## config.mk

```make
export PLATFORM = sky130hd
export DESIGN_NAME = ex_operand_stage_flat
export DESIGN_NICKNAME = d
export VERILOG_FILES = /design/src/rtl/ex_operand_stage_if.sv /design/src/rtl/ex_operand_stage.sv /design/src/flat_wrapper.sv
export SDC_FILE = /design/constraint.sdc
export NUM_CORES = 1
export LEC_CHECK = 0
export ABC_AREA = 1
export CAP_MARGIN = 5
export CORE_AREA = 2 2 116 175
export CTS_BUF_LIST = sky130_fd_sc_hd__clkbuf_8
export DETAILED_ROUTE_END_ITERATION = 8
export DIE_AREA = 0 0 118 177
export GPL_ROUTABILITY_DRIVEN = 0
export HOLD_SLACK_MARGIN = 0.05
export PLACE_DENSITY = 0.79
export SETUP_SLACK_MARGIN = 0.3
export SYNTH_ARGS = -nofsm -noshare
export SYNTH_HDL_FRONTEND = slang
export SYNTH_SLANG_ARGS = --single-unit
```

## constraint.sdc

```tcl
create_clock -name clk -period 6 [get_ports clk]
set_input_delay 1.2 -clock clk [delete_from_list [all_inputs] [get_ports clk]]
set_output_delay 1.2 -clock clk [all_outputs]
set_load 0.05 [all_outputs]
```

## src/rtl/ex_operand_stage_if.sv

```systemverilog
// ex_operand_stage_if: bundle of signals between the decode/hazard/write-back side and the
// ID/EX operand stage.
//   id_*     decoded instruction fields from ID
//   wb_*     write-back port, used for forwarding and held-operand refresh
//   stall    hold stage contents; flush kills the incoming instruction
//   ex_*     registered operands and control presented to the ALU / later stages
// master: drives ID/WB/hazard signals, observes EX outputs. slave: the operand stage.
interface ex_operand_stage_if #(
  parameter int unsigned XLEN = 32,
  parameter int unsigned RA_W = 5
);
  logic            id_valid;
  logic [XLEN-1:0] id_pc;
  logic [XLEN-1:0] id_rs1_data;
  logic [XLEN-1:0] id_rs2_data;
  logic [RA_W-1:0] id_rs1_addr;
  logic [RA_W-1:0] id_rs2_addr;
  logic [XLEN-1:0] id_imm;
  logic            id_a_sel;
  logic            id_b_sel;
  logic [3:0]      id_aluop;
  logic [RA_W-1:0] id_rd;
  logic            id_reg_we;
  logic            wb_we;
  logic [RA_W-1:0] wb_rd;
  logic [XLEN-1:0] wb_data;
  logic            stall;
  logic            flush;
  logic            ex_valid;
  logic [XLEN-1:0] ex_a;
  logic [XLEN-1:0] ex_b;
  logic [3:0]      ex_aluop;
  logic [XLEN-1:0] ex_store_data;
  logic [RA_W-1:0] ex_rd;
  logic            ex_reg_we;
  logic [XLEN-1:0] ex_pc;

  modport master (
    output id_valid, id_pc, id_rs1_data, id_rs2_data, id_rs1_addr, id_rs2_addr, id_imm,
    output id_a_sel, id_b_sel, id_aluop, id_rd, id_reg_we, wb_we, wb_rd, wb_data,
    output stall, flush,
    input  ex_valid, ex_a, ex_b, ex_aluop, ex_store_data, ex_rd, ex_reg_we, ex_pc
  );

  modport slave (
    input  id_valid, id_pc, id_rs1_data, id_rs2_data, id_rs1_addr, id_rs2_addr, id_imm,
    input  id_a_sel, id_b_sel, id_aluop, id_rd, id_reg_we, wb_we, wb_rd, wb_data,
    input  stall, flush,
    output ex_valid, ex_a, ex_b, ex_aluop, ex_store_data, ex_rd, ex_reg_we, ex_pc
  );
endinterface

```

## src/rtl/ex_operand_stage.sv

```systemverilog
// ex_operand_stage: ID/EX pipeline register and ALU operand select.
// Forwards the write-back value onto rs1/rs2, picks A (rs1 or PC) and B (rs2 or immediate),
// and registers them with the rest of the EX control. Priority per edge:
// rst > flush > stall > load.
// Ports:
//   clk  rising-edge clock
//   rst  asynchronous active-high reset
//   bus  ex_operand_stage_if.slave (ID fields, WB port, stall/flush in; EX fields out)
`ifndef ALU_ADD
`define ALU_ADD 4'b0000
`endif

module ex_operand_stage #(
  parameter int unsigned XLEN = 32,
  parameter int unsigned RA_W = 5
) (
  input logic                clk,
  input logic                rst,
  ex_operand_stage_if.slave  bus
);

  logic            valid_q, valid_d;
  logic            reg_we_q, reg_we_d;
  logic [RA_W-1:0] rd_q, rd_d;
  logic [XLEN-1:0] a_q, a_d;
  logic [XLEN-1:0] b_q, b_d;
  logic [XLEN-1:0] store_q, store_d;
  logic [XLEN-1:0] pc_q, pc_d;
  logic [3:0]      aluop_q, aluop_d;
  // Source tracking for refreshing operands while stalled.
  logic [RA_W-1:0] rs1_q, rs1_d;
  logic [RA_W-1:0] rs2_q, rs2_d;
  logic            a_sel_q, a_sel_d;
  logic            b_sel_q, b_sel_d;

  logic [XLEN-1:0] fwd1, fwd2;
  logic            hold_hit1, hold_hit2;

  // x0 is hard-wired zero, so a write-back to it must never be forwarded.
  always_comb begin
    fwd1 = bus.id_rs1_data;
    fwd2 = bus.id_rs2_data;
    if (bus.wb_we && (bus.wb_rd == bus.id_rs1_addr) && (bus.id_rs1_addr != '0)) begin
      fwd1 = bus.wb_data;
    end
    if (bus.wb_we && (bus.wb_rd == bus.id_rs2_addr) && (bus.id_rs2_addr != '0)) begin
      fwd2 = bus.wb_data;
    end
  end

  assign hold_hit1 = bus.wb_we && (bus.wb_rd == rs1_q) && (rs1_q != '0);
  assign hold_hit2 = bus.wb_we && (bus.wb_rd == rs2_q) && (rs2_q != '0);

  always_comb begin
    valid_d  = valid_q;
    reg_we_d = reg_we_q;
    rd_d     = rd_q;
    a_d      = a_q;
    b_d      = b_q;
    store_d  = store_q;
    pc_d     = pc_q;
    aluop_d  = aluop_q;
    rs1_d    = rs1_q;
    rs2_d    = rs2_q;
    a_sel_d  = a_sel_q;
    b_sel_d  = b_sel_q;
    if (bus.flush) begin
      // Bubble: only the valid bits drop, data fields keep their last value.
      valid_d  = 1'b0;
      reg_we_d = 1'b0;
    end else if (bus.stall) begin
      // Held instruction must not keep a value that write-back has since replaced.
      if (hold_hit1 && !a_sel_q) begin
        a_d = bus.wb_data;
      end
      if (hold_hit2) begin
        store_d = bus.wb_data;
        if (!b_sel_q) begin
          b_d = bus.wb_data;
        end
      end
    end else begin
      valid_d  = bus.id_valid;
      reg_we_d = bus.id_valid & bus.id_reg_we;
      rd_d     = bus.id_rd;
      a_d      = bus.id_a_sel ? bus.id_pc : fwd1;
      b_d      = bus.id_b_sel ? bus.id_imm : fwd2;
      store_d  = fwd2;
      pc_d     = bus.id_pc;
      aluop_d  = bus.id_aluop;
      rs1_d    = bus.id_rs1_addr;
      rs2_d    = bus.id_rs2_addr;
      a_sel_d  = bus.id_a_sel;
      b_sel_d  = bus.id_b_sel;
    end
  end

  always_ff @(posedge clk or posedge rst) begin
    if (rst) begin
      valid_q  <= 1'b0;
      reg_we_q <= 1'b0;
      rd_q     <= '0;
      a_q      <= '0;
      b_q      <= '0;
      store_q  <= '0;
      pc_q     <= '0;
      aluop_q  <= `ALU_ADD;
      rs1_q    <= '0;
      rs2_q    <= '0;
      a_sel_q  <= 1'b0;
      b_sel_q  <= 1'b0;
    end else begin
      valid_q  <= valid_d;
      reg_we_q <= reg_we_d;
      rd_q     <= rd_d;
      a_q      <= a_d;
      b_q      <= b_d;
      store_q  <= store_d;
      pc_q     <= pc_d;
      aluop_q  <= aluop_d;
      rs1_q    <= rs1_d;
      rs2_q    <= rs2_d;
      a_sel_q  <= a_sel_d;
      b_sel_q  <= b_sel_d;
    end
  end

  always_comb begin
    bus.ex_valid      = valid_q;
    bus.ex_reg_we     = reg_we_q;
    bus.ex_rd         = rd_q;
    bus.ex_a          = a_q;
    bus.ex_b          = b_q;
    bus.ex_store_data = store_q;
    bus.ex_pc         = pc_q;
    bus.ex_aluop      = aluop_q;
  end

endmodule

```

## src/flat_wrapper.sv

```systemverilog
// flat-port wrapper written by rule: the top's interface ports become plain ports
module ex_operand_stage_flat 
#(
  parameter int unsigned XLEN = 32,
  parameter int unsigned RA_W = 5
)
  (clk, rst, bus_id_valid, bus_id_pc, bus_id_rs1_data, bus_id_rs2_data, bus_id_rs1_addr, bus_id_rs2_addr, bus_id_imm, bus_id_a_sel, bus_id_b_sel, bus_id_aluop, bus_id_rd, bus_id_reg_we, bus_wb_we, bus_wb_rd, bus_wb_data, bus_stall, bus_flush, bus_ex_valid, bus_ex_a, bus_ex_b, bus_ex_aluop, bus_ex_store_data, bus_ex_rd, bus_ex_reg_we, bus_ex_pc);
  ex_operand_stage_if #(.XLEN(XLEN), .RA_W(RA_W)) bus_i ();
  input logic clk;
  input logic rst;
  input wire logic [$bits(bus_i.id_valid)-1:0] bus_id_valid;
  input wire logic [$bits(bus_i.id_pc)-1:0] bus_id_pc;
  input wire logic [$bits(bus_i.id_rs1_data)-1:0] bus_id_rs1_data;
  input wire logic [$bits(bus_i.id_rs2_data)-1:0] bus_id_rs2_data;
  input wire logic [$bits(bus_i.id_rs1_addr)-1:0] bus_id_rs1_addr;
  input wire logic [$bits(bus_i.id_rs2_addr)-1:0] bus_id_rs2_addr;
  input wire logic [$bits(bus_i.id_imm)-1:0] bus_id_imm;
  input wire logic [$bits(bus_i.id_a_sel)-1:0] bus_id_a_sel;
  input wire logic [$bits(bus_i.id_b_sel)-1:0] bus_id_b_sel;
  input wire logic [$bits(bus_i.id_aluop)-1:0] bus_id_aluop;
  input wire logic [$bits(bus_i.id_rd)-1:0] bus_id_rd;
  input wire logic [$bits(bus_i.id_reg_we)-1:0] bus_id_reg_we;
  input wire logic [$bits(bus_i.wb_we)-1:0] bus_wb_we;
  input wire logic [$bits(bus_i.wb_rd)-1:0] bus_wb_rd;
  input wire logic [$bits(bus_i.wb_data)-1:0] bus_wb_data;
  input wire logic [$bits(bus_i.stall)-1:0] bus_stall;
  input wire logic [$bits(bus_i.flush)-1:0] bus_flush;
  output wire logic [$bits(bus_i.ex_valid)-1:0] bus_ex_valid;
  output wire logic [$bits(bus_i.ex_a)-1:0] bus_ex_a;
  output wire logic [$bits(bus_i.ex_b)-1:0] bus_ex_b;
  output wire logic [$bits(bus_i.ex_aluop)-1:0] bus_ex_aluop;
  output wire logic [$bits(bus_i.ex_store_data)-1:0] bus_ex_store_data;
  output wire logic [$bits(bus_i.ex_rd)-1:0] bus_ex_rd;
  output wire logic [$bits(bus_i.ex_reg_we)-1:0] bus_ex_reg_we;
  output wire logic [$bits(bus_i.ex_pc)-1:0] bus_ex_pc;
  assign bus_i.id_valid = bus_id_valid;
  assign bus_i.id_pc = bus_id_pc;
  assign bus_i.id_rs1_data = bus_id_rs1_data;
  assign bus_i.id_rs2_data = bus_id_rs2_data;
  assign bus_i.id_rs1_addr = bus_id_rs1_addr;
  assign bus_i.id_rs2_addr = bus_id_rs2_addr;
  assign bus_i.id_imm = bus_id_imm;
  assign bus_i.id_a_sel = bus_id_a_sel;
  assign bus_i.id_b_sel = bus_id_b_sel;
  assign bus_i.id_aluop = bus_id_aluop;
  assign bus_i.id_rd = bus_id_rd;
  assign bus_i.id_reg_we = bus_id_reg_we;
  assign bus_i.wb_we = bus_wb_we;
  assign bus_i.wb_rd = bus_wb_rd;
  assign bus_i.wb_data = bus_wb_data;
  assign bus_i.stall = bus_stall;
  assign bus_i.flush = bus_flush;
  assign bus_ex_valid = bus_i.ex_valid;
  assign bus_ex_a = bus_i.ex_a;
  assign bus_ex_b = bus_i.ex_b;
  assign bus_ex_aluop = bus_i.ex_aluop;
  assign bus_ex_store_data = bus_i.ex_store_data;
  assign bus_ex_rd = bus_i.ex_rd;
  assign bus_ex_reg_we = bus_i.ex_reg_we;
  assign bus_ex_pc = bus_i.ex_pc;
  ex_operand_stage #(.XLEN(XLEN), .RA_W(RA_W)) u_core (.clk(clk), .rst(rst), .bus(bus_i));
endmodule
```

Yosys cells after proc, flatten, opt, wreduce, memory -nomap -nowiden:

Index checks and enable logic that the tools add are counted.

* register bits after elaboration: 151
* logic and storage cells: 56
* bits of input ports: 193
* output and inout port bits: 139

* bitwise operators: 3
* multiplexer cells: 15
* equal/unequal tests: 8
* reduce and logical (&&, ||, !) cells: 18

Operator list (count)
* $mux W32: 11
* $eq A5 B5 Y1: 4
* $reduce_bool A5 Y1: 4
* $logic_and A1 B1 Y1: 9
* $ne A2 B1 Y1 const B: 3
* $reduce_and A2 Y1: 3
* $mux W1: 4
* $reduce_and A3 Y1: 1
* $ne A2 B2 Y1 const B: 1
* $not A1 Y1: 2
* $and A1 B1 Y1: 1
* $logic_not A1 Y1: 1

Depth between registers and ports, before layout:

* depth after elaboration: 6
* mapped depth: 13
* gate-level depth less buffers: 11

Worst setup path before layout:

OpenSTA, ideal clock, no wires.

* path type: in2reg
* start: input bus_wb_rd[0]
* end: register u_core.store_q[0], in the netlist u_core.bus.ex_store_data[0]
* setup slack: 3602 ps
* path buffers: 3
* arrival time: 2277 ps
* data required time: 5879 ps
* library setup time: 121 ps
* cell stages on the path: 13
* path through: buf_4 -> inv_2 -> nand2_1 -> nand2_1 -> nand3_1 -> nor2_1 -> nand2_1 -> nand2_4 -> inv_2 -> buf_6 -> buf_8 -> nor2_2 -> a21oi_2

* word-level cells in the longest chain between the ends: 5
* elaborated cells on any way between the ends: 10
* those cells by class: eq/ne (3); mux (2); reduce/logical (5)

Ends and longest elaborated chain
* from (decl): line flat_wrapper.sv:24 `input wire logic [$bits(bus_i.wb_rd)-1:0] bus_wb_rd;`
* $eq A5 B5 Y1, on equally long branches: line ex_operand_stage.sv:52, ex_operand_stage.sv:46
* $logic_and A1 B1 Y1, on equally long branches (2 in a row): line ex_operand_stage.sv:52, ex_operand_stage.sv:46
* $ne A2 B1 Y1 (no source line) or $mux W32 (tied branches)
* $reduce_and A2 Y1 (no source line) or $mux W32 (tied branches)
* to (signal assigned): line ex_operand_stage.sv:118 `store_q <= store_d;`
* to (decl): line ex_operand_stage.sv:27 `logic [XLEN-1:0] store_q, store_d;`

Parallel ways exist; a longest one is shown, timed or not.
A chain may end at the register's enable or synchronous reset.

Final worst setup path:

* start: input bus_flush
* end: register u_core.store_q[9], in the netlist u_core.bus.ex_store_data[9]

* word-level cells in the longest chain between the ends: 2

Ends and longest elaborated chain
* from (decl): line flat_wrapper.sv:27 `input wire logic [$bits(bus_i.flush)-1:0] bus_flush;`
* $not A1 Y1 (no source line)
* $reduce_and A2 Y1 (no source line)

Every way passes these cells.

==> flow_summary.ini <==
[power]
p_leak_nw = 5.95
p_per_area_nw_per_um2 = 278
power_mw = 3.47
ir_worst_vdd_mv = 0.161

[clocking]
cts_setup_buffers = 0
clk_path_buf_depth = 2
holdBufCountCts = 0
cts_buffers = 17
clk_pin_slew_ns = 0.10
cts_tree = built
clockRootBuffer = clkbuf_8
h-tree-depth = 4
cts.sinks = 151
insertion_delay_ns = 0.46
postCtsResizedCells = 0

[sta]
fin_hold_ws_ns = 0.480
slew_violations = 0
final.setup.tns_ns = 0
period_minus_slack_ns = 4.38
fin_crit_sh_pct = 73.1
fin_ws_ns = 1.62
grt_setup_unrepaired = no
max_slew.worst_pin.slew_ns = 1.00
setup_viol = 0
slew-limit-headroom_pct = 33.1
skew_ns = 0.0174
fmax_mhz = 228
finalHoldViolCount = 0

[routing]
drt-met1-wl_um = 12900
drc = 0
dr.first_iter.drc_count = 1202
avgRoutedWirePerCell_um = 18.5
highest_layer = met4
met2_length_um = 17100
ant_nets = 0
via_per_inst = 5.48
firstDrtPassIters = 6
routed-wl-met3_um = 2580
vias = 10200
postRouteWirelength_um = 34500

[yosys]
ys_warn_count = 0
ys_seq_elements = 151
syn_inst = 1306
syn_nets = 1499
syn_avg_cell_area_um2 = 6.71
syn-cell-area_um2 = 8770
synth-seq-area-share_pct = 43.1
ys_types = 23

[placed_design]
post_dp_cell_area_um2 = 12100
dp_hpwl_um = 24300
dp_cells = 1830
dp_slack_ns = 1.25
portBuffers = 331

[floorplan]
core_um2 = 19500
dieArea_um2 = 20900
start_util_pct = 45.0
placementRows = 63
fp.dieW_um = 118
die_y_um = 177
ioPinCount = 332

[critical_path]
reg2reg_to = u_core.bus.ex_store_data[9]$_DFFE_PP0P_
cp_data_required_time_ns = 6.39
crit_path_top_delay_cell = inv_2
crit_arrival_ns = 4.78
crit_fanout = 95
slowest_delay_ns = 0.84
r2r_cells = 9
crit_chain = clkdlybuf4s50_1 > nor2_4 > buf_4 > clkinv_2 > buf_4 > nand2_4 > inv_2 > nor2_1 > a21oi_1
cpMostUsedCell = buf_4
crit_end = u_core.bus.ex_store_data[9]$_DFFE_PP0P_
critPathLaunchType = input port
startpoint = bus_flush
crit_type = in2reg
regToRegStartpoint = u_core.rs2_q[1]$_DFFE_PP0P_
reg2reg_slack_ns = 3.39
crit_path_end_kind = flop

[layout]
layout_commonest_cell = nand2_1
post_route_cells_drive_above_1_share_pct = 4.62
finalNonFillerCells = 1863
utilization_pct = 64.2
fillCellCount = 1797
layout_common_cells = nand2_1 (402), clkdlybuf4s50_1 (330), nor2_1 (219)
seqCellArea_um2 = 3780
multiInputGateArea_um2 = 4290
fin_nets = 1782
area_delta_synth_final_pct = 42.5
fin_area_um2 = 12500

[global_routing]
antenna_found_initial = 1
grt_pass1_vias = 9688
grt_max_degree = 96
overflow = 0
grt_usage_pct = 32.5
grt_pass1_wl_um = 52800

[min_path]
hold_path.class = reg2reg
worstHoldStart = u_core.bus.ex_aluop[1]$_DFFE_PP0P_

[run_status]
status = finished, final reports clean

[job]
max_cap_violations = 0
## metal layers
metal  up-vias  track usage, %
met5         -               0
met4         0            18.5
met3       111            5.09
met2       625            55.1
met1      4762            39.4
li1       4719               -
## Yosys cell counts, drive strengths merged
master | number | share of area [%]
a21boi | 4 | 0.34
a21oi | 172 | 10
buf | 46 | 3.0
clkbuf | 36 | 1.5
dfrtp | 151 | 43
inv | 84 | 3.6
nand2 | 404 | 17
nand3 | 137 | 7.8
nand4 | 6 | 0.50
nor2 | 228 | 10
o21ai | 36 | 2.1
xnor2 | 2 | 0.20
## final cells by class
| cell class | count | area share (%) |
|---|---|---|
| multi-input cells | 989 | 34.3 |
| flip-flops and latches | 151 | 30.2 |
| repair buffers | 346 | 27.4 |
| well taps | 260 | 2.60 |
| inverters | 84 | 2.57 |
| clock buffers | 17 | 1.87 |
| clock inverters | 15 | 0.971 |
| diodes | 1 | 0.0200 |
## cell families (layout without fill, tap and decap cells)
family	Yosys count	in the layout	synth area share, %
other	0	1	0
xor gates and xnor gates	2	2	0.200
and+or+nand+nor	775	775	36.1
AOI/OAI and AO/OA	212	212	12.5
DFF	151	151	43.1
buffers and inverters	166	462	8.11
## registers in the layout (all words and copies together) (netlist names)
name                      count
u_core.rs2_q                  5
u_core.a_sel_q                1
u_core.bus.ex_store_data     32
u_core.bus.ex_valid           1
u_core.bus.ex_pc             32
u_core.bus.ex_b              32
u_core.b_sel_q                1
u_core.bus.ex_a              32
u_core.bus.ex_reg_we          1
u_core.bus.ex_rd              5
u_core.rs1_q                  5
u_core.bus.ex_aluop           4
## worst max-delay path, delay by kind of cell
kind | cells | cell delay (ns)
compound gates | 1 | 0.16
simple gates | 3 | 0.80
buf+inv | 5 | 2.47
## how the worst min path moves through the flow
stage                                                     to  slack, ns  cells past startpoint
after detailed placement  u_core.bus.ex_aluop[1]$_DFFE_PP0P_       0.46                      2
after global routing      u_core.bus.ex_aluop[1]$_DFFE_PP0P_       0.49                      2
after global placement      u_core.bus.ex_pc[30]$_DFFE_PP0P_       0.45                      2
final                     u_core.bus.ex_aluop[1]$_DFFE_PP0P_       0.48                      2
after floorplan                   u_core.b_sel_q$_DFFE_PP0P_       0.45                      2
after CTS                 u_core.bus.ex_aluop[0]$_DFFE_PP0P_       0.48                      2
## power breakdown
part	switching [mW]	internal, mW	leakage, nW
sequential	0.105	1.17	1.75
clock	0.441	0.296	0.183
combinational	0.959	0.494	4.02
total	1.50	1.96	5.95
Power figures use the tool's default switching activity.
